[src/rtl/reader_sequencer.sv]
// reader_sequencer
//
// Controller for a char-stream reader. On an accepted start it enables the
// reader with the latched document selector. It throttles the reader with
// rd_pause so that no character is lost, and buffers characters in a small
// FIFO. The FIFO head is presented downstream as a valid/ready stream. When
// the reader reports it has finished and the FIFO has drained, it pulses done
// and drops rd_enable, which resets the reader.
//
// Ports:
//   clock, resetn            clock (rising edge), asynchronous active-low reset
//   start, doc_sel           begin a read (IDLE only), document selector
//   abort                    cancel the current read, highest priority
//   busy, done               not-IDLE flag, one-cycle end-of-read pulse
//   rd_enable, rd_argument   reader state_enable / argument
//   rd_pause                 reader pause (combinational)
//   rd_finished, rd_char     reader has_finished / char
//   out_char, out_valid      FIFO head and not-empty flag
//   out_ready                downstream accepts the head
//   char_count               chars popped in the current/last read (saturating)
//
// Optional feature macro: READER_DROP_NUL_EN
//   When defined, a captured char equal to zero is neither pushed nor counted.
//   Issue and pause accounting is the same with or without it.

module reader_sequencer #(
    parameter int DEPTH  = 4,
    parameter int CHAR_W = 8
) (
    input  logic              clock,
    input  logic              resetn,
    input  logic              start,
    input  logic [7:0]        doc_sel,
    input  logic              abort,
    output logic              busy,
    output logic              done,
    output logic              rd_enable,
    output logic [7:0]        rd_argument,
    output logic              rd_pause,
    input  logic              rd_finished,
    input  logic [CHAR_W-1:0] rd_char,
    output logic [CHAR_W-1:0] out_char,
    output logic              out_valid,
    input  logic              out_ready,
    output logic [15:0]       char_count
);

    localparam int          AW      = $clog2(DEPTH);
    localparam logic [AW:0] DEPTH_C = (AW+1)'(DEPTH);

    localparam logic [1:0] ST_IDLE  = 2'd0;
    localparam logic [1:0] ST_RUN   = 2'd1;
    localparam logic [1:0] ST_DRAIN = 2'd2;
    localparam logic [1:0] ST_DONE  = 2'd3;

    logic [1:0]        state_q, state_d;
    logic              inflight_q, inflight_d;
    logic [7:0]        arg_q, arg_d;
    logic [15:0]       count_q, count_d;
    logic [AW-1:0]     wr_ptr_q, wr_ptr_d;
    logic [AW-1:0]     rd_ptr_q, rd_ptr_d;
    logic [AW:0]       fifo_count_q, fifo_count_d;
    logic [CHAR_W-1:0] mem_q [DEPTH];

    logic accept_start;
    logic flush;
    logic capture;
    logic push;
    logic pop;

    assign flush        = abort && (state_q != ST_IDLE);
    assign accept_start = (state_q == ST_IDLE) && start && !abort;

    // Pause counts the char already requested but not yet captured, so a
    // full FIFO can never be overrun by the one-cycle reader latency.
    assign rd_pause = (state_q != ST_RUN) ||
                      ((fifo_count_q + {{AW{1'b0}}, inflight_q}) >= DEPTH_C);

    // The reader raises has_finished without presenting a new char, so the
    // issue slot that coincides with rd_finished carries no data.
    assign capture = inflight_q && !rd_finished && !flush;

`ifdef READER_DROP_NUL_EN
    assign push = capture && (rd_char != '0);
`else
    assign push = capture;
`endif

    assign out_valid   = (fifo_count_q != '0);
    assign pop         = out_valid && out_ready;
    assign out_char    = mem_q[rd_ptr_q];
    assign busy        = (state_q != ST_IDLE);
    assign done        = (state_q == ST_DONE);
    assign rd_enable   = (state_q == ST_RUN) || (state_q == ST_DRAIN);
    assign rd_argument = arg_q;
    assign char_count  = count_q;

    always_comb begin
        state_d = state_q;
        case (state_q)
            ST_IDLE:  if (accept_start) state_d = ST_RUN;
            ST_RUN:   if (rd_finished) state_d = ST_DRAIN;
            ST_DRAIN: if (fifo_count_q == '0) state_d = ST_DONE;
            ST_DONE:  state_d = ST_IDLE;
            default:  state_d = ST_IDLE;
        endcase
        if (flush) begin
            state_d = ST_IDLE;
        end
    end

    // A char is requested on every un-paused RUN cycle before the reader finishes.
    always_comb begin
        inflight_d = (state_q == ST_RUN) && !rd_pause && !rd_finished && !flush;
        arg_d      = accept_start ? doc_sel : arg_q;
        count_d    = count_q;
        if (accept_start) begin
            count_d = '0;
        end else if (pop && (count_q != 16'hFFFF)) begin
            count_d = count_q + 16'd1;
        end
    end

    always_comb begin
        wr_ptr_d     = wr_ptr_q;
        rd_ptr_d     = rd_ptr_q;
        fifo_count_d = fifo_count_q;
        if (flush) begin
            wr_ptr_d     = '0;
            rd_ptr_d     = '0;
            fifo_count_d = '0;
        end else begin
            if (push) wr_ptr_d = wr_ptr_q + AW'(1);
            if (pop)  rd_ptr_d = rd_ptr_q + AW'(1);
            case ({push, pop})
                2'b10:   fifo_count_d = fifo_count_q + (AW+1)'(1);
                2'b01:   fifo_count_d = fifo_count_q - (AW+1)'(1);
                default: fifo_count_d = fifo_count_q;
            endcase
        end
    end

    always_ff @(posedge clock or negedge resetn) begin
        if (!resetn) begin
            state_q      <= ST_IDLE;
            inflight_q   <= 1'b0;
            arg_q        <= '0;
            count_q      <= '0;
            wr_ptr_q     <= '0;
            rd_ptr_q     <= '0;
            fifo_count_q <= '0;
        end else begin
            state_q      <= state_d;
            inflight_q   <= inflight_d;
            arg_q        <= arg_d;
            count_q      <= count_d;
            wr_ptr_q     <= wr_ptr_d;
            rd_ptr_q     <= rd_ptr_d;
            fifo_count_q <= fifo_count_d;
        end
    end

    // Storage is reset so that out_char reads zero out of reset.
    always_ff @(posedge clock or negedge resetn) begin
        if (!resetn) begin
            for (int i = 0; i < DEPTH; i++) begin
                mem_q[i] <= '0;
            end
        end else if (push) begin
            mem_q[wr_ptr_q] <= rd_char;
        end
    end

    a_no_overflow: assert property (@(posedge clock) disable iff (!resetn)
        !(push && (fifo_count_q == DEPTH_C)));

endmodule
[config.mk]
export PLATFORM = sky130hd
export DESIGN_NAME = reader_sequencer
export DESIGN_NICKNAME = d
export VERILOG_FILES = /design/src/rtl/reader_sequencer.sv
export SDC_FILE = /design/constraint.sdc
export NUM_CORES = 1
export LEC_CHECK = 0
export ABC_AREA = 1
export CAP_MARGIN = 20
export CORE_UTILIZATION = 40
export DETAILED_ROUTE_END_ITERATION = 8
export GPL_ROUTABILITY_DRIVEN = 0
export HOLD_SLACK_MARGIN = 0.15
export PLACE_DENSITY = 0.71
export SLEW_MARGIN = 30
export SYNTH_ARGS = -nofsm -noshare
export SYNTH_HDL_FRONTEND = slang
export SYNTH_SLANG_ARGS = --single-unit
[constraint.sdc]
create_clock -name clock -period 5.94 [get_ports clock]
set_clock_uncertainty 0.05 [all_clocks]
set_input_delay 1.188 -clock clock [delete_from_list [all_inputs] [get_ports clock]]
set_output_delay 1.188 -clock clock [all_outputs]
set_load 0.01 [all_outputs]
==> reports/metrics.cfg <==
[worst_hold_path]
min_from = mem_q[10]
min_path_type = reg -> reg
min_path_cells = 2
holdPathEnd = mem_q[10]

[logic_synthesis]
yosys_warnings = 0
yosys-top-cells-area = dfrtp_1, nand2_1, o21ai_0
synth_top_cell_area_share = 0.495
synth_seq_area_share = 0.495
ys_types = 26
yosys_register_bits = 66
syn_nets = 452
syn_area_sq_um = 3330
syn_inst = 419
syn_area_per_cell_sq_um = 7.96
synth_area_leader_cell = dfrtp_1

[run_status]
status = complete, no violations

[routing]
via_count = 2953
detail-route-antenna-nets = 0
drc = 0
drt-vias-per-instance = 5.06
avgRoutedWirePerCell_um = 13.0
wl_mm = 7.60
drt_iter0_markers = 129
drtPass1Iterations = 4

[grt]
grt_pass1_vias = 2835
gr-total-overflow = 0
grt_usage = 0.186
grt_max_degree = 67
grt_antenna_before_repair = 0
grt_pass1_wl_mm = 12.7

[sta]
rsz0062_at_grt = no
finalHoldViolCount = 0
period_share = 0.603
max_freq_mhz = 279
finalSetupViolations = 0
tns_ns = 0
tightest_slew_ns = 0.830
min_period_ns = 3.58
relSlewSlack = 0.447
slew_violations = 0

[critical_path]
cp.required_ns = 4.70
end_kind = output port
timing.rr.end = char_count[6]
crit_arrival_ns = 2.34
r2r_slack_ns = 3.56
worstRegToRegCells = 7
path_class = reg -> out
crit_fanout = 18
reg2reg_from = state_q[0]
crit_path_start_kind = flop

[cts]
cts_resized = 0
postCtsHoldBufs = 0
clk_pin_slew_ns = 0.07
clock-root-buffer = clkbuf_8
cts_buffer_depth = 2
htree_levels = 3
clock_latency_ns = 0.33
cts.sinks = 66
cts_buffers = 9
cts_tree = yes
post_cts_buffers = 0

[job]
drv_cap = 0

[floorplan]
core-area_sq_um = 7890
dieArea_sq_um = 8700
io_pins = 59
die_x_um = 93.3
die_y_um = 93.3
std_cell_rows = 32
start_util = 0.423

[final_layout]
fin_nets = 510
layout_common_cells = nand2_1, dfrtp_1, clkdlybuf4s50_1
stdcell_count = 584
final_common_cell = nand2_1
synthToLayoutAreaGrowth_pct = 25.6
num_antenna_cells = 0
drive_above_1_share = 0.0560

[placed_design]
io_buffers = 58
dpl.hpwl_mm = 5.14
dp_cells = 568

[pwr]
power.density_nw_per_um2 = 418
ir_drop_mv = 0.240
finalPower_uw = 1750
p_leak_uw = 0.00196

## how the worst max path moves through the flow
stage / startpoint / slack [ns] / to
after floorplan: abort / 3.44 / fifo_count_q[2]
after global placement: abort / 2.63 / char_count[14]
after detailed placement: abort / 2.55 / char_count[9]
after CTS: rd_ptr_q[0] / 2.39 / out_char[3]
after global routing: rd_ptr_q[0] / 2.26 / out_char[2]
final: rd_ptr_q[0] / 2.36 / out_char[2]
## per-stage QoR
step | util | hold WS [ns] | instance area (sq um) | worst slack [ns]
after global placement | 0.505 | 0.414 | 3980 | 2.63
final | 0.531 | 0.433 | 4190 | 2.36
after detailed placement | 0.505 | 0.415 | 3980 | 2.55
after CTS | 0.531 | 0.436 | 4190 | 2.39
after floorplan | - | 0.398 | 3330 | 3.44
after global routing | 0.531 | 0.458 | 4190 | 2.26
## Yosys cell counts
library cell	count
or2_2	1
nor3_1	1
nand2_2	1
inv_2	2
nand4_1	13
o211ai_1	1
o22ai_1	8
nor2_4	2
o21bai_1	3
xnor2_1	1
buf_6	1
o21ai_0	54
dfrtp_1	66
nor2_1	42
ha_1	10
o21ai_1	4
buf_2	4
fa_1	1
buf_4	1
inv_1	32
xor2_1	8
nand2_1	140
nor2_2	3
clkbuf_1	6
nand3_2	1
nand3_1	13
## cell type report
type                    instances  area (sq um)
clock inverters                 4          50.0
flip-flops and latches         66          1650
repair buffers                 59           583
well taps                     102           128
multi-input cells             307          1490
fillers                       728          3700
clock buffers                  12           155
inverters                      34           128
## registers in the layout (all words and copies together) (netlist names)
register,count
rd_ptr_q,2
inflight_q,1
char_count,16
state_q,2
rd_argument,8
fifo_count_q,3
mem_q,32
wr_ptr_q,2
## layer usage
| layer | share of wire | global-route usage |
|---|---|---|
| met5 | 0 | 0 |
| met4 | 0.0083 | 0.0705 |
| met3 | 0.058 | 0.0439 |
| met2 | 0.47 | 0.314 |
| met1 | 0.46 | 0.230 |
## cells by family (layout without fill, tap and decap cells)
family | after synthesis | in the layout | synth area share
xor gates and xnor gates | 9 | 9 | 0.0236
and+or+nand+nor | 217 | 217 | 0.270
adders and majority gates | 11 | 11 | 0.0435
buffers and inverters | 46 | 109 | 0.0567
AOI/OAI and AO/OA | 70 | 70 | 0.111
DFF | 66 | 66 | 0.495
## where the power goes
group	internal [uW]	switching, uW
clock	216	171
sequential	570	109
combinational	327	359
## critical path: stages (launching register included)
cell and delay (ns):
dfrtp_1 0.60, inv_1 0.49, o21ai_0 0.14, o22ai_1 0.20, clkdlybuf4s50_1 0.58
(Power assumes the default switching activity.)
==> RTL edit 1 (same settings) <==
The parameter `CHAR_W` goes from 8 to 10.
--- a/src/rtl/reader_sequencer.sv
+++ b/src/rtl/reader_sequencer.sv
@@ -26,5 +26,5 @@
 module reader_sequencer #(
     parameter int DEPTH  = 4,
-    parameter int CHAR_W = 8
+    parameter int CHAR_W = 10
 ) (
     input  logic              clock,
Interface: changed (resized out_char and rd_char); port bits go from 59 to 63. The function was not compared with the original's and may differ.
==> RTL edit 1 against the unedited design <==
- the flow now finishes with violations (design-rule violations)
- sequential cell count increased by 8
- combinational power increased by 11%
- utilization decreased by 1.5 points
- routed wire length increased by 7.4%
- non-clock buffer count increased by 4
- fmax decreased by 4.0%
- cell area increased by 8.4%
- setup slack got worse by 150 ps
- register-to-register slack about the same
- sequential share of layout area increased by 1.4 points
- power increased by 8.2%
- synthesized area increased by 10%
- critical path type unchanged
- largest power group is now sequential cells
==> RTL edit 1: results (changes against the unedited design) <==
[timing]
timing.fmax_mhz=268.1  ; -4.0%
max-slew-margin-rel_pct=48.23  ; +3.6 points

[min_path]
worstHoldEndpoint=mem_q[27]
min_from=mem_q[27]

[synthesis]
seq_area_frac_synth_pct=50.39  ; +0.84 points
yosys-top-cells-count=146 x nand2_1, 74 x dfrtp_1, 59 x o21ai_0
synth_compound_area_share_pct=12.46  ; +1.4 points
syn_inst=459  ; +9.5%
synth-xor-area-share_pct=0.9534  ; -1.4 points
synthTopCellsByArea=dfrtp_1 50%, nand2_1 15%, o21ai_0 8.0%, nor2_1 4.4%, ha_1 3.4%
synthAdderAreaFrac_pct=3.950  ; -0.40 points

[placed_design]
numPortBuffers=62  ; +6.9%
dp_hpwl_um=5568  ; +8.3%
place_inst=612  ; +7.7%
placed_area_mm2=0.004347  ; +9.1%
place_ws_ps=2602  ; +47.84 ps

[global_route]
globalRouteMet3Util_pct=3.722  ; -0.67 points
grt_pass1_vias=3124  ; +10%
gr-usage-met2_pct=30.66  ; -0.77 points
grt_pass1_wl_um=14230  ; +12%
gr-usage-met1_pct=23.64  ; +0.59 points

[layout]
fin_cells=628  ; +7.5%
drive_gt1_share_pct=5.769  ; +0.17 points
nets=550  ; +7.8%

[drt]
vias=3161  ; +7.0%
drt_pass1_iterations=7  ; +3
drc=6  ; +6
drt_iter0_drc=135  ; +4.7%
wl_met3_um=403  ; -8.8%
wl_met2_um=3845  ; +7.6%

[critical_path]
cp.arrival_ps=2490  ; +150 ps
reg2reg_slack_ps=3570  ; about the same
crit_path_end=out_char[5]
reg2reg_to=fifo_count_q[2]
cp_max_fo=22  ; +4

[power]
p_leak_nw=2.120  ; +8.4%
comb_power_share_pct=39.9  ; +0.7 points
pg_seq_mw=0.761  ; +12%
power.switching_mw=0.6954  ; +9.0%
internal-power_mw=1.199  ; +7.7%

[outcome]
outcome=complete, but fails checks
violations=design-rule violations

## RTL edit 1: cell types whose count changed after synthesis, moves of 5 or more
cell     before  now
buf_2         4    9
dfrtp_1      66   74
nand2_1     140  146
o21ai_0      54   59
o21ai_1       4   12
xor2_1        8    3
## RTL edit 1: cell type report
class	instances	area [um^2]
Clock inverter	4	52.55
Clock buffer	12	135.1
Multi-Input combinational cell	333	1614
Sequential cell	74	1852
Timing Repair Buffer	63	623.1
Fill cell	815	4267
Tap cell	108	135.1
Inverter	34	127.6
## RTL edit 1: logic make-up after synthesis
group,count (synthesis)
DFF,74
buffers and inverters,52
AOI/OAI and AO/OA,87
xor gates and xnor gates,4
and+or+nand+nor,231
adders and majority gates,11
## RTL edit 1: worst max-delay path: stages (launching register included)
cell	delay, ps
dfrtp_1	740
inv_1	470
o21ai_0	310
o22ai_1	130
clkdlybuf4s50_1	490
==> RTL edit 2 (same flow settings) <==
Made on the original files. Make the reset (`resetn`) synchronous in 2 clocked blocks. Comments in the files are not updated.
--- a/src/rtl/reader_sequencer.sv
+++ b/src/rtl/reader_sequencer.sv
@@ -141,5 +141,5 @@
     end
 
-    always_ff @(posedge clock or negedge resetn) begin
+    always_ff @(posedge clock) begin
         if (!resetn) begin
             state_q      <= ST_IDLE;
@@ -162,5 +162,5 @@
 
     // Storage is reset so that out_char reads zero out of reset.
-    always_ff @(posedge clock or negedge resetn) begin
+    always_ff @(posedge clock) begin
         if (!resetn) begin
             for (int i = 0; i < DEPTH; i++) begin
Formal check against the unedited RTL: differs if resetn is asserted again (counterexample within 4 cycles, from zero or initial values and one cycle with resetn low); with resetn held inactive, the same outputs for 10 cycles.
==> RTL edit 2 against the unedited design <==
- cell area up 1.0%
- setup slack better by 44 ps
- synthesized area is essentially flat
- utilization up 0.54 points
- hold slack improved by 7.4 ps
- fmax is 1.2% higher
- routed wire length decreased by 2.1%
- critical path depth is the same
- sequential cell count grew 2
- sequential share of layout area increased by 0.31 points
- critical endpoint is now out_char[4]
- largest cell class unchanged
- highest routed layer unchanged
Power is not compared: it rests on default switching activity, and its combinational part moved more than twofold at a synthesized area within 25%.
==> RTL edit 2: results (changes against the unedited design) <==
[layout]
inverters=42  ; +24%
nets=491  ; -3.7%
drive_gt1_share_pct=12.45  ; +6.8 points
postLayoutCoreUtil_pct=53.63  ; +0.54 points
multi_input_gates=282  ; -8.1%
clk_share_pct=5.146  ; +0.25 points
fin_cells=568  ; -2.7%
multi_input_area_share_pct=34.63  ; -1.0 points
seq_cell_count=68  ; +3.0%
seqCellArea_mm2=0.001682  ; +1.8%
buffer_area_share_pct=13.72  ; -0.20 points

[global_route]
grt_max_degree=18  ; -73%
gr-usage-met2_pct=30.15  ; -1.3 points
antenna_found_initial=0  ; unchanged
grt_pass1_wl_um=12260  ; -3.6%
gr-usage-met1_pct=23.40  ; +0.36 points
globalRouteMet3Util_pct=2.276  ; -2.1 points

[drt]
wl_per_cell_um=13.10  ; +0.69%
vias=2812  ; -4.8%
wl_met2_um=3635  ; +1.7%
wl_met1_um=3379  ; -3.9%
wl_met3_um=255  ; -42%

[timing]
max_slew.worst_pin.slew_ps=705.9  ; -124.1 ps
setup_ws_ps=2401  ; +44.17 ps

[clock_tree]
clk_latency_ps=350  ; +20 ps

[synthesis]
avgSynthCellArea_um2=8.378  ; +5.3%
synthDistinctLibCells=36  ; +38%
synthTopCellsByArea=edfxtp_1 29%, dfxtp_1 22%, nor2_1 9.7%, nand2_1 7.0%, o21ai_0 4.7%
synthArstFlopShare_pct=0  ; -100 points
seq_area_frac_synth_pct=50.43  ; +0.88 points
synth_edf_count=32  ; +32
yosys-top-cells-count=86 x nor2_1, 62 x nand2_1, 37 x inv_1

[placed_design]
placed_area_mm2=0.004013  ; +0.75%
dp_hpwl_um=5578  ; +8.5%
place_inst=552  ; -2.8%

[critical_path]
reg2reg_to=fifo_count_q[2]
r2r_cells=12  ; +5
cp_max_fo=17  ; -1
r2r_start=state_q[0]
crit_path_max_incr_delay_ps=660  ; +60 ps
slowest_stage=dfxtp_1

[min_path]
min_from=rd_argument[2]
worstHoldEndpoint=rd_argument[2]

[outcome]
outcome=finished clean

[RTL edit 2: changes by cell type in the layout (fill, tap and decap cells not counted), sizes merged, moves of 9 or more]
cell    delta
nand2     -64
a21oi     +20
nor2      +48
dfxtp     +36
nor3       +9
edfxtp    +32
dfrtp     -66
o21ai     -26
[RTL edit 2: critical path: cells and delay by family, from the launching register on]
family	cells	cell delay, ps
buffers and inverters	2	820
flip-flops	1	660
AO/OA/AOI/OAI	2	460
[RTL edit 2: cell families (layout without fill, tap and decap cells)]
kind of cell	after synthesis	after routing	share of synthesized area, %
buffers and inverters	48	116	5.778
AOI/OAI and AO/OA	64	64	11.26
and+or+nand+nor	207	207	28.52
xor gates and xnor gates	3	3	0.7881
DFF	68	68	50.43
adders and majority gates	8	8	3.227
